`src/rtl/sm_arith_pkg.sv`:
```
`default_nettype none
// ============================================================================
// Module      : sm_arith_pkg
// Description : Shared definitions for the sign-magnitude arithmetic blocks:
//               word-width helper, add/sub mode encodings and the
//               sign/magnitude field index helpers.
// Revision    : 1.0 - initial release
// ============================================================================
package sm_arith_pkg;

    // Full word width for a given half-word (pixel) width.
    function automatic int word_w(input int xlen_pixel);
        return 2 * xlen_pixel;
    endfunction

    // Per-lane mode encodings carried on in_op.
    localparam logic OP_SUB = 1'b0;
    localparam logic OP_ADD = 1'b1;

    // Field positions inside a sign-magnitude word of width w.
    function automatic int sign_idx(input int w);
        return w - 1;
    endfunction

    function automatic int mag_msb(input int w);
        return w - 2;
    endfunction

    localparam int MAG_LSB = 0;

endpackage : sm_arith_pkg
`default_nettype wire

```
`src/rtl/sm_addsub_lane.sv`:
```
`default_nettype none
// ============================================================================
// Module      : sm_addsub_lane
// Description : One lane of the sign-magnitude add/sub pipeline. Stage 1
//               classifies the operation (magnitude add vs. subtract) and
//               compares magnitudes; stage 2 forms the result, overflow flag
//               and normalises negative zero.
// Revision    : 1.0 - initial release
// Config      : SM_ADDSUB_SAT_EN - saturate overflowing lanes instead of
//               wrapping the magnitude.
// Ports       : clk, rst      - clock, synchronous active-high reset
//               s1_load_i     - load stage-1 registers (accepted beat)
//               s2_load_i     - load stage-2/output registers
//               a_i, b_i      - sign-magnitude operands
//               op_i          - 0 = A-B, 1 = A+B
//               res_o, ovf_o  - registered result and overflow flag
// ============================================================================
module sm_addsub_lane
    import sm_arith_pkg::*;
#(
    parameter  int XLEN_PIXEL = 8,
    localparam int W          = word_w(XLEN_PIXEL)
) (
    input  logic         clk,
    input  logic         rst,
    input  logic         s1_load_i,
    input  logic         s2_load_i,
    input  logic [W-1:0] a_i,
    input  logic [W-1:0] b_i,
    input  logic         op_i,
    output logic [W-1:0] res_o,
    output logic         ovf_o
);

    localparam int SB = sign_idx(W);
    localparam int MM = mag_msb(W);

    // ------------------------------------------------------------------
    // Stage 1: classify
    // ------------------------------------------------------------------
    logic         w_eb;
    logic         w_is_add;
    logic [W-2:0] w_a_mag;
    logic [W-2:0] w_b_mag;

    // Subtraction is folded into an inverted B sign, so both modes become
    // "A plus signed B".
    assign w_eb     = b_i[SB] ^ ~op_i;
    assign w_is_add = (a_i[SB] == w_eb);
    assign w_a_mag  = a_i[MM:MAG_LSB];
    assign w_b_mag  = b_i[MM:MAG_LSB];

    logic         a_sign_q;
    logic         eb_q;
    logic         is_add_q;
    logic         a_gt_q;
    logic         a_eq_q;
    logic [W-2:0] a_mag_q;
    logic [W-2:0] b_mag_q;

    always_ff @(posedge clk) begin
        if (rst) begin
            a_sign_q <= 1'b0;
            eb_q     <= 1'b0;
            is_add_q <= 1'b0;
            a_gt_q   <= 1'b0;
            a_eq_q   <= 1'b0;
            a_mag_q  <= '0;
            b_mag_q  <= '0;
        end else if (s1_load_i) begin
            a_sign_q <= a_i[SB];
            eb_q     <= w_eb;
            is_add_q <= w_is_add;
            a_gt_q   <= (w_a_mag > w_b_mag);
            a_eq_q   <= (w_a_mag == w_b_mag);
            a_mag_q  <= w_a_mag;
            b_mag_q  <= w_b_mag;
        end
    end

    // ------------------------------------------------------------------
    // Stage 2: compute result
    // ------------------------------------------------------------------
    logic [W-1:0] w_sum;
    logic [W-2:0] w_diff;

    // One extra bit on the sum: its MSB is the overflow indicator.
    assign w_sum  = {1'b0, a_mag_q} + {1'b0, b_mag_q};
    assign w_diff = a_gt_q ? (a_mag_q - b_mag_q) : (b_mag_q - a_mag_q);

    logic [W-2:0] mag_d;
    logic         sign_raw;
    logic         ovf_d;
    logic [W-1:0] res_d;

    always_comb begin
        mag_d    = '0;
        sign_raw = 1'b0;
        ovf_d    = 1'b0;
        if (is_add_q) begin
            ovf_d    = w_sum[W-1];
            sign_raw = a_sign_q;
`ifdef SM_ADDSUB_SAT_EN
            mag_d    = w_sum[W-1] ? {(W-1){1'b1}} : w_sum[W-2:0];
`else
            mag_d    = w_sum[W-2:0];
`endif
        end else begin
            mag_d    = w_diff;
            // Equal magnitudes give zero; the sign is cleared below anyway.
            sign_raw = a_gt_q ? a_sign_q : (a_eq_q ? 1'b0 : eb_q);
        end
        // A zero magnitude is always reported as +0.
        res_d = {sign_raw & (|mag_d), mag_d};
    end

    logic [W-1:0] res_q;
    logic         ovf_q;

    always_ff @(posedge clk) begin
        if (rst) begin
            res_q <= '0;
            ovf_q <= 1'b0;
        end else if (s2_load_i) begin
            res_q <= res_d;
            ovf_q <= ovf_d;
        end
    end

    assign res_o = res_q;
    assign ovf_o = ovf_q;

endmodule : sm_addsub_lane
`default_nettype wire

```
`src/rtl/sm_addsub_pipe.sv`:
```
`default_nettype none
// ============================================================================
// Module      : sm_addsub_pipe
// Description : Two-stage, multi-lane sign-magnitude add/subtract unit with a
//               valid/ready handshake on both sides. Holds up to two beats
//               (stage 1 + output stage) under back-pressure.
// Revision    : 1.0 - initial release
// Config      : SM_ADDSUB_SAT_EN - saturate overflowing lanes (else wrap).
// Ports       : clk, rst            - clock, synchronous active-high reset
//               in_valid/in_ready   - input handshake
//               in_a, in_b          - LANES packed operands, lane i at [i*W +: W]
//               in_op               - per-lane mode, 0 = A-B, 1 = A+B
//               out_valid/out_ready - output handshake
//               out_res, out_ovf    - packed results and per-lane overflow
// ============================================================================
module sm_addsub_pipe
    import sm_arith_pkg::*;
#(
    parameter  int XLEN_PIXEL = 8,
    parameter  int LANES      = 4,
    localparam int W          = word_w(XLEN_PIXEL)
) (
    input  logic               clk,
    input  logic               rst,
    input  logic               in_valid,
    output logic               in_ready,
    input  logic [LANES*W-1:0] in_a,
    input  logic [LANES*W-1:0] in_b,
    input  logic [LANES-1:0]   in_op,
    output logic               out_valid,
    input  logic               out_ready,
    output logic [LANES*W-1:0] out_res,
    output logic [LANES-1:0]   out_ovf
);

    logic s1_valid_q;
    logic s1_valid_d;
    logic out_valid_q;
    logic out_valid_d;

    logic w_s2_load;
    logic w_s1_load;
    logic w_accept;

    // in_ready depends only on state and out_ready, never on in_valid.
    assign w_s2_load = ~out_valid_q | out_ready;
    assign w_s1_load = ~s1_valid_q | w_s2_load;
    assign w_accept  = in_valid & w_s1_load;
    assign in_ready  = w_s1_load;

    always_comb begin
        s1_valid_d  = s1_valid_q;
        out_valid_d = out_valid_q;
        if (w_s1_load) begin
            s1_valid_d = in_valid;
        end
        if (w_s2_load) begin
            out_valid_d = s1_valid_q;
        end
    end

    always_ff @(posedge clk) begin
        if (rst) begin
            s1_valid_q  <= 1'b0;
            out_valid_q <= 1'b0;
        end else begin
            s1_valid_q  <= s1_valid_d;
            out_valid_q <= out_valid_d;
        end
    end

    assign out_valid = out_valid_q;

    // Data registers only move on real beats, so idle inputs are ignored and
    // the output word stays put when no new beat arrives.
    logic w_lane_s2_load;
    assign w_lane_s2_load = w_s2_load & s1_valid_q;

    generate
        for (genvar gi = 0; gi < LANES; gi++) begin : g_lane
            sm_addsub_lane #(
                .XLEN_PIXEL (XLEN_PIXEL)
            ) u_lane (
                .clk       (clk),
                .rst       (rst),
                .s1_load_i (w_accept),
                .s2_load_i (w_lane_s2_load),
                .a_i       (in_a[gi*W +: W]),
                .b_i       (in_b[gi*W +: W]),
                .op_i      (in_op[gi]),
                .res_o     (out_res[gi*W +: W]),
                .ovf_o     (out_ovf[gi])
            );
        end
    endgenerate

endmodule : sm_addsub_pipe
`default_nettype wire

```
`config.mk`:
```
export PLATFORM = sky130hd
export DESIGN_NAME = sm_addsub_pipe
export DESIGN_NICKNAME = d
export VERILOG_FILES = /design/src/rtl/sm_arith_pkg.sv /design/src/rtl/sm_addsub_lane.sv /design/src/rtl/sm_addsub_pipe.sv
export SDC_FILE = /design/constraint.sdc
export NUM_CORES = 1
export LEC_CHECK = 0
export BUFFER_PORTS_ARGS = -buffer_cell sky130_fd_sc_hd__clkbuf_2
export CAP_MARGIN = 10
export CORE_ASPECT_RATIO = 0.9
export CORE_MARGIN = 2
export CORE_UTILIZATION = 35
export CTS_CLUSTER_SIZE = 20
export DETAILED_ROUTE_END_ITERATION = 6
export GPL_ROUTABILITY_DRIVEN = 0
export PLACE_DENSITY_LB_ADDON = 0.25
export SYNTH_ARGS = -nofsm -noshare
export SYNTH_HDL_FRONTEND = slang
export SYNTH_SLANG_ARGS = --single-unit
```
`constraint.sdc`:
```
create_clock -name clk -period 3.5 [get_ports clk]
set_clock_uncertainty 0.05 [all_clocks]
set_input_delay 0.525 -clock clk [delete_from_list [all_inputs] [get_ports clk]]
set_output_delay 0.525 -clock clk [all_outputs]
set_load 0.03 [all_outputs]
```
==> impl_metrics.json <==
{
  "post_dp_cell_area_mm2": 0.0186,
  "peakVddDrop_uv": 324,
  "postRouteAntennaNets": 0,
  "syn_inst": 2317,
  "synth_top_family_by_area": "compound AO/OA/AOI/OAI gates",
  "yosysSeqAreaShare_pct": 24.7,
  "ys_warn_count": 0,
  "synth_simple_gate_area_share_pct": 19.7,
  "drive_above_1_share_pct": 12.3,
  "final_cell_mix": "nand2_1, a21oi_1, ha_1",
  "whs_path_depth": 3,
  "wl_um": 50500,
  "synth_xor_area_share_pct": 2.83,
  "diodes": 0,
  "finalInstanceArea_mm2": 0.0195,
  "start_util_pct": 35.5,
  "grt_pass1_wl_um": 81200,
  "grt_max_degree": 113,
  "htree_levels": 1,
  "die_y_um": 213,
  "cp.arrival_ns": 3.60,
  "fp.dieArea_mm2": 0.0504,
  "yosysTopAreaCell": "dfxtp_1",
  "drt-initial-drc-count": 1013,
  "grt_overflow": 0,
  "place_ws_ns": 0.247,
  "hold_violations": 0,
  "cts_buffers": 27,
  "ys_top_cells_by_area": "dfxtp_1, ha_1, nand2_1",
  "cts_resized": 0,
  "critPathLaunchType": "flop",
  "syn_nets": 2697,
  "clock-root-buffer": "clkbuf_16",
  "relSlewSlack_pct": 39.8,
  "worst_slack_ns": 0.300,
  "outcome": "completed",
  "layout_commonest_cell": "nand2_1",
  "worstSkewPairLatency_ns": 0.56,
  "finalCritPeriodShare_pct": 91.4,
  "drt-pass1-iter-count": 5,
  "die_width_um": 236,
  "postSynthAreaPerCell_um2": 7.34,
  "required_ns": 3.90,
  "num_vias": 16411,
  "portBuffers": 205,
  "synth-edff-count": 0,
  "rr_worst_depth": 11,
  "min_period_ns": 3.20,
  "grt_pass1_vias": 15598,
  "worst_pin_slew_ns": 0.903,
  "ios": 206,
  "hold_buffers": 0,
  "path_class": "flop to flop",
  "netlist_area_mm2": 0.0170,
  "finalSetupViolCount": 0,
  "synth_flop_cell": "dfxtp_1",
  "max_freq_mhz": 313,
  "path_max_fanout": 8,
  "clock_path_buffers": 3,
  "fin_hold_ws_ns": 0.151,
  "yosys.area_share.adder_pct": 18.5,
  "end_kind": "flop",
  "drc": 0,
  "clock-sinks": 210,
  "ys_types": 83,
  "pwr_density_cell_mw_per_mm2": 421,
  "syn_to_final_growth_pct": 14.8,
  "postCtsSetupBuffers": 0,
  "setup-tns-final_ns": 0,
  "track_usage_pct": 19.5,
  "async_reset_ff_share_pct": 0,
  "hpwl_um": 39900,
  "ys_ff_latch": 210,
  "drv_cap": 0,
  "power_leakage_nw": 8.71,
  "fin_nets": 2826,
  "rsz0062_at_grt": "no",
  "viasPerCell": 5.31,
  "yosysTopAreaCellShare_pct": 24.7,
  "post_drt_wl_per_cell_um": 16.3,
  "antenna_found_initial": 1,
  "hp-class": "input port to flop",
  "cts_tree": "done",
  "synth_compound_area_share_pct": 25.0,
  "cts.clk_slew.worst_paths_ns": 0.06,
  "fp-row-count": 76,
  "drv_slew": 0,
  "synth_mux_area_share_pct": 0.882,
  "coreArea_mm2": 0.0479
}
-- kinds of logic (layout without fill, tap and decap cells) --
family / count (synthesis) / in the layout
flip-flops: 210 / 210
AND/OR/NAND/NOR: 752 / 752
AO/OA/AOI/OAI: 678 / 678
adder cells (fa/ha/maj): 244 / 244
buffers and inverters: 363 / 512
XOR/XNOR: 55 / 55
multiplexers: 15 / 15
-- registers in the layout (all words and copies together), names as in the netlist --
name,count
g_lane.u_lane.a_gt_q,4
g_lane.u_lane.a_mag_q,60
out_valid,1
g_lane.u_lane.res_o,64
s1_valid_q,1
g_lane.u_lane.eb_q,4
g_lane.u_lane.is_add_q,4
g_lane.u_lane.b_mag_q,60
g_lane.u_lane.ovf_o,4
g_lane.u_lane.a_sign_q,4
g_lane.u_lane.a_eq_q,4
-- cell type report --
type                            count  area [um2]
Fill cell                        5043       28400
Sequential cell                   210        4200
Clock inverter                     12         196
Multi-Input combinational cell   1744       11400
Timing Repair Buffer              234        1300
Inverter                          229         860
Clock buffer                       37         763
Tap cell                          624         781
-- power by group --
part	internal [mW]	leakage (nW)	switching [mW]
combinational	0.954	6.52	1.56
sequential	2.55	1.73	0.153
clock	1.89	0.462	1.11
-- cells in the mapped netlist, types with 13 or more instances --
cell / number
nand2_1: 393
a21oi_1: 293
ha_1: 232
inv_1: 223
dfxtp_1: 210
nor2_1: 148
clkbuf_1: 97
o21ai_0: 84
a211oi_1: 42
nor2b_1: 42
xnor2_1: 42
nor3_1: 38
o21a_1: 37
a21o_1: 31
nand4_1: 26
nand3_1: 25
a31oi_1: 23
o21ai_1: 18
nand2b_1: 17
o211ai_1: 16
o31ai_1: 16
buf_2: 15
mux2i_1: 15
buf_1: 13
o21bai_1: 13
xor2_1: 13
-- per-stage QoR --
stage | utilization [%] | std cells | power (mW)
after global routing | 40.7 | 3090 | 8.70
after floorplan | - | 2317 | 4.52
final | 40.7 | 3090 | 8.21
after detailed placement | 38.7 | 3041 | 5.25
after CTS | 40.7 | 3090 | 8.30
after global placement | 38.7 | 3041 | 5.20
-- worst max-delay path, stage by stage (launching register included) --
cell and delay, ns:
dfxtp_1 0.39, inv_1 0.06, ha_1 0.40, nand2b_1 0.20, a221oi_1 0.63, nor2_1 0.08, o21bai_1 0.15, a21o_1 0.14
xor2_1 0.28, nor4b_2 0.36, o2111ai_1 0.16, o21a_1 0.18
-- routing by layer --
| metal | up-vias | track usage, % | wire (um) |
|---|---|---|---|
| li1 | 8224 | - | - |
| met2 | 455 | 31.1 | 21900 |
| met5 | - | 0 | 13 |
| met1 | 7657 | 27.0 | 24400 |
| met3 | 73 | 3.53 | 2970 |
| met4 | 2 | 5.02 | 1190 |
-- final timing paths --
check | start | to | slack [ns]
setup reg to reg | g_lane[2].u_lane.b_mag_q[2] | g_lane[2].u_lane.res_o[15] | 0.30
hold reg to reg | g_lane[1].u_lane.res_o[6] | g_lane[1].u_lane.res_o[6] | 0.40
hold / removal | in_b[46] | g_lane[2].u_lane.b_mag_q[14] | 0.15
setup / recovery | g_lane[2].u_lane.b_mag_q[2] | g_lane[2].u_lane.res_o[15] | 0.30
(Power assumes the default switching activity.)
